File: src/rtl/laser_lane_receiver.sv
// Oversampling serial receiver for an on/off-keyed laser lane.
// Frames are: start high, 8 data bits LSB first, stop low.
module laser_lane_receiver #(
    parameter int OVERSAMPLE = 8
) (
    input  logic       clock,
    input  logic       reset,
    input  logic       en,
    input  logic       laser_in,
    output logic [7:0] data_out,
    output logic       data_valid,
    output logic       frame_error,
    output logic       busy
);

    localparam int CW = $clog2(OVERSAMPLE);
    localparam logic [CW-1:0] HALF = CW'(OVERSAMPLE / 2 - 1);
    localparam logic [CW-1:0] FULL = CW'(OVERSAMPLE - 1);

    typedef enum logic [2:0] {
        IDLE,
        START,
        DATA,
        STOP,
        WAIT_LOW
    } state_t;

    state_t state;
    state_t state_nx;

    logic          sync_a;
    logic          rx;
    logic          rx_d;
    logic [CW-1:0] cnt;
    logic [2:0]    bit_idx;
    logic [7:0]    shreg;
    logic          stop_hit;
    logic          valid_nx;
    logic          error_nx;

    always_ff @(posedge clock or posedge reset) begin
        if (reset) begin
            sync_a <= 1'b0;
            rx     <= 1'b0;
            rx_d   <= 1'b0;
        end else begin
            sync_a <= laser_in;
            rx     <= sync_a;
            rx_d   <= rx;
        end
    end

    always_ff @(posedge clock or posedge reset) begin
        if (reset) begin
            state <= IDLE;
        end else begin
            state <= state_nx;
        end
    end

    always_comb begin
        state_nx = state;
        if (!en) begin
            state_nx = IDLE;
        end else begin
            unique case (state)
                IDLE: begin
                    if (rx && !rx_d) state_nx = START;
                end
                START: begin
                    if (cnt == HALF) state_nx = rx ? DATA : IDLE;
                end
                DATA: begin
                    if (cnt == FULL && bit_idx == 3'd7) state_nx = STOP;
                end
                STOP: begin
                    if (cnt == FULL) state_nx = rx ? WAIT_LOW : IDLE;
                end
                WAIT_LOW: begin
                    if (!rx) state_nx = IDLE;
                end
                default: state_nx = IDLE;
            endcase
        end
    end

    always_comb begin
        busy     = (state != IDLE);
        stop_hit = en && (state == STOP) && (cnt == FULL);
        valid_nx = stop_hit && !rx;
        error_nx = stop_hit && rx;
    end

    // Result pulses are registered, so they appear the cycle after the stop sample.
    always_ff @(posedge clock or posedge reset) begin
        if (reset) begin
            cnt         <= '0;
            bit_idx     <= 3'd0;
            shreg       <= 8'h00;
            data_out    <= 8'h00;
            data_valid  <= 1'b0;
            frame_error <= 1'b0;
        end else if (!en) begin
            cnt         <= '0;
            bit_idx     <= 3'd0;
            shreg       <= 8'h00;
            data_valid  <= 1'b0;
            frame_error <= 1'b0;
        end else begin
            data_valid  <= valid_nx;
            frame_error <= error_nx;
            if (valid_nx) data_out <= shreg;
            unique case (state)
                START: begin
                    cnt     <= (cnt == HALF) ? '0 : cnt + 1'b1;
                    bit_idx <= 3'd0;
                end
                DATA: begin
                    if (cnt == FULL) begin
                        shreg[bit_idx] <= rx;
                        cnt            <= '0;
                        bit_idx        <= bit_idx + 3'd1;
                    end else begin
                        cnt <= cnt + 1'b1;
                    end
                end
                STOP: begin
                    cnt <= (cnt == FULL) ? '0 : cnt + 1'b1;
                end
                default: begin
                    cnt     <= '0;
                    bit_idx <= 3'd0;
                end
            endcase
        end
    end

endmodule

File: config.mk
export PLATFORM = sky130hd
export DESIGN_NAME = laser_lane_receiver
export DESIGN_NICKNAME = d
export VERILOG_FILES = /design/src/rtl/laser_lane_receiver.sv
export SDC_FILE = /design/constraint.sdc
export NUM_CORES = 1
export LEC_CHECK = 0
export BUFFER_PORTS_ARGS = -buffer_cell sky130_fd_sc_hd__buf_2
export CORE_AREA = 2 2 57 59
export DETAILED_ROUTE_END_ITERATION = 10
export DIE_AREA = 0 0 59 61
export PLACE_DENSITY = 0.72
export SLEW_MARGIN = 10
export SYNTH_ARGS = -nofsm -noshare
export SYNTH_HDL_FRONTEND = slang
export SYNTH_SLANG_ARGS = --single-unit
File: constraint.sdc
create_clock -name clock -period 1.8 [get_ports clock]
set_input_delay 0.09 -clock clock [delete_from_list [all_inputs] [get_ports clock]]
set_output_delay 0.09 -clock clock [all_outputs]
set_load 0.03 [all_outputs]
==> results.toml <==
[status]
status = "finished clean"

[logic_synthesis]
avgSynthCellArea_sq_um = 12.4
yosys_warnings = 0
synthFlopType = "dfrtp_1"
ys_ff_latch = 30
synthCells = 119
synth_area_sq_mm = 0.00148
synth_fp_nets = 129
synth_edf_count = 0
synth_cell_type_count = 35
seq_area_frac_synth = 0.508
async_reset_ff_frac = 1.00

[global_routing]
gr-total-overflow = 0
grt_pass1_vias = 928
antenna_found_initial = 0
track_usage = 0.165
grt_max_degree = 31
grt_first_pass_wirelength_microns = 4180

[critical_path]
critPathLaunchType = "flip-flop"
crit_slowest_cell = "nor4b_1"
criticalPathCategory = "reg -> reg"
crit_chain = "ha_1 > ha_2 > nand4bb_1 > nor4b_1 > mux2i_1 > nor2b_1"
worstPathArrival_ns = 1.94
crit_fanout = 4
max_stage_delay_ns = 0.37
critPathLaunch = "cnt[0]$_DFF_PP0_"
cp_num_buf_inv = 0
path_delay_family = "simple AND/OR/NAND/NOR gates"
worstSetupEndpointType = "flip-flop"
r2r-start = "cnt[0]$_DFF_PP0_"
critical_path_required_ns = 2.03

[timing]
setup_viol = 0
worstMarginPinSlew_ns = 0.423
finalWorstPathRequiredPeriod_ns = 1.71
fin_skew_ns = 0.0165
final.period_utilization = 0.952
grt_setup_unrepaired = "yes"
relSlewSlack = 0.718
fmax_mhz = 584
drv_slew = 0
hold_viol = 0

[clocking]
cts_tree = "done"
clk_latency_ns = 0.33
root_buffer = "clkbuf_4"
cts_buffers = 5
post_cts_buffers = 0
clock_sinks = 30
htree_num_levels = 2
clockBufferDepth = 2
clkSlewWorstSetupHoldPaths_ns = 0.10

[placed_design]
routabilityCongestion = 0.803
io_buffers = 14
placed_cell_area_sq_mm = 0.00162
hpwl_microns = 1700

[die]
die_y_microns = 61
pin_count = 15
die_w_microns = 59
num_rows = 20
initial_core_util = 0.500
dieArea_sq_mm = 0.00360
core_sq_mm = 0.00295

[pwr]
vdd_ir_drop_max_mv = 0.574
p_leak_nw = 0.818
p_per_area_mw_per_mm2 = 856
finalPower_w = 0.00145

[detailed_routing]
drtIter0Drc = 33
drcViolationCount = 0
ant_nets = 0
vias = 938
wl_per_cell_microns = 14.3
vias_per_cell = 5.36
first_pass_iters = 4
routed_wl_microns = 2500

[finish]
diodes = 0
nets = 152
drive_above_1_share = 0.310
area_growth_syn_to_layout_pct = 14.7
design_area_sq_mm = 0.00170

[hold_path]
hold_path_class = "in -> reg"
hold_start = "en"

[flow_run]
maxCapViolCount = 0
## flip-flops by register name, summed over array words and instances (netlist names)
register,cells
sync_a,1
rx_d,1
rx,1
data_valid,1
shreg,8
frame_error,1
state,3
cnt,3
data_out,8
bit_idx,3
## layout by cell type (no fill, tap or decap), types with 3 or more instances in the layout
cell type / count
clkbuf_4: 5
nand2_1: 6
mux2i_1: 11
buf_4: 6
inv_1: 4
buf_2: 14
nor3b_1: 3
dfrtp_1: 30
nor2b_1: 8
nor2_1: 10
ha_1: 5
mux2_4: 8
## cell type report
cell class | instances | area [sq um]
Clock buffer | 5 | 37.5
Tap cell | 33 | 41.3
Multi-Input combinational cell | 77 | 682
Fill cell | 265 | 1260
Timing Repair Buffer | 23 | 155
Inverter | 5 | 18.8
Clock inverter | 2 | 10.0
Sequential cell | 30 | 751
## routing by layer
metal | GRT usage | vias to the layer above | routed length [microns]
met2 | 0.268 | 18 | 1270
met3 | 0.0725 | 6 | 101
met5 | 0 | - | 0
met4 | 0.0844 | 0 | 52
li1 | - | 460 | -
met1 | 0.184 | 454 | 1080
## cell families after synthesis
group / after synthesis / share of synthesized area
AND/OR/NAND/NOR: 44 / 0.200
flip-flops: 30 / 0.508
multiplexers: 21 / 0.171
buffers and inverters: 12 / 0.0364
adder cells (fa/ha/maj): 6 / 0.0508
AO/OA/AOI/OAI: 5 / 0.0279
XOR/XNOR: 1 / 0.00593
## worst paths after layout
path	endpoint	slack, ns	cells past startpoint
worst max-delay path	shreg[4]$_DFFE_PP0P_	0.09	6
worst min-delay path	shreg[4]$_DFFE_PP0P_	0.14	2
worst max register to register	shreg[4]$_DFFE_PP0P_	0.09	6
worst min register to register	rx$_DFF_PP0_	0.36	0
max in group asynchronous	bit_idx[1]$_DFFE_PP0P_	1.16	4
min in group asynchronous	state[0]$_DFFE_PP0P_	0.36	4
## metrics by stage
step	cells	hold slack, ns	util	setup TNS, ns	setup slack (ns)
floorplan	119	0.121	-	0	0.107
global placement	166	0.173	0.548	0	0.115
detailed placement	166	0.178	0.548	0	0.0729
CTS	175	0.118	0.571	0	0.0575
global route	175	0.130	0.574	-0.105	-0.0604
finish	175	0.136	0.574	0	0.0865
## cell usage after synthesis, types with 2 or more instances
cell type,instances,area share
ha_1,6,0.051
dfrtp_1,30,0.51
mux2i_1,11,0.075
nor3b_1,3,0.015
inv_1,4,0.010
clkbuf_1,4,0.010
nor4_1,2,0.0085
nor2_1,10,0.025
mux2_4,8,0.081
nor3_1,2,0.0068
nand2_1,6,0.015
nand4b_1,2,0.012
nor2b_1,8,0.034
buf_4,2,0.010
## timing repair
action / CTS / global route
resized for setup: 0 / 2
setup endpoints to repair: 0 / 5
hold buffers: 2 / 0
hold endpoints to repair: 31 / 0
## where the power goes
group | internal (W) | switching, W | total [W]
clock network | 0.000140 | 0.000224 | 0.000364
registers | 0.000714 | 0.0000837 | 0.000798
logic | 0.000125 | 0.000164 | 0.000289
total | 0.000979 | 0.000472 | 0.00145
## worst register-to-register path: cells and delay by family, from the launching register on
family        cells  cell delay [ns]
simple gates      3             0.61
fa+ha+maj         2             0.41
flops             1             0.36
mux               1             0.23
(Power assumes the default switching activity.)
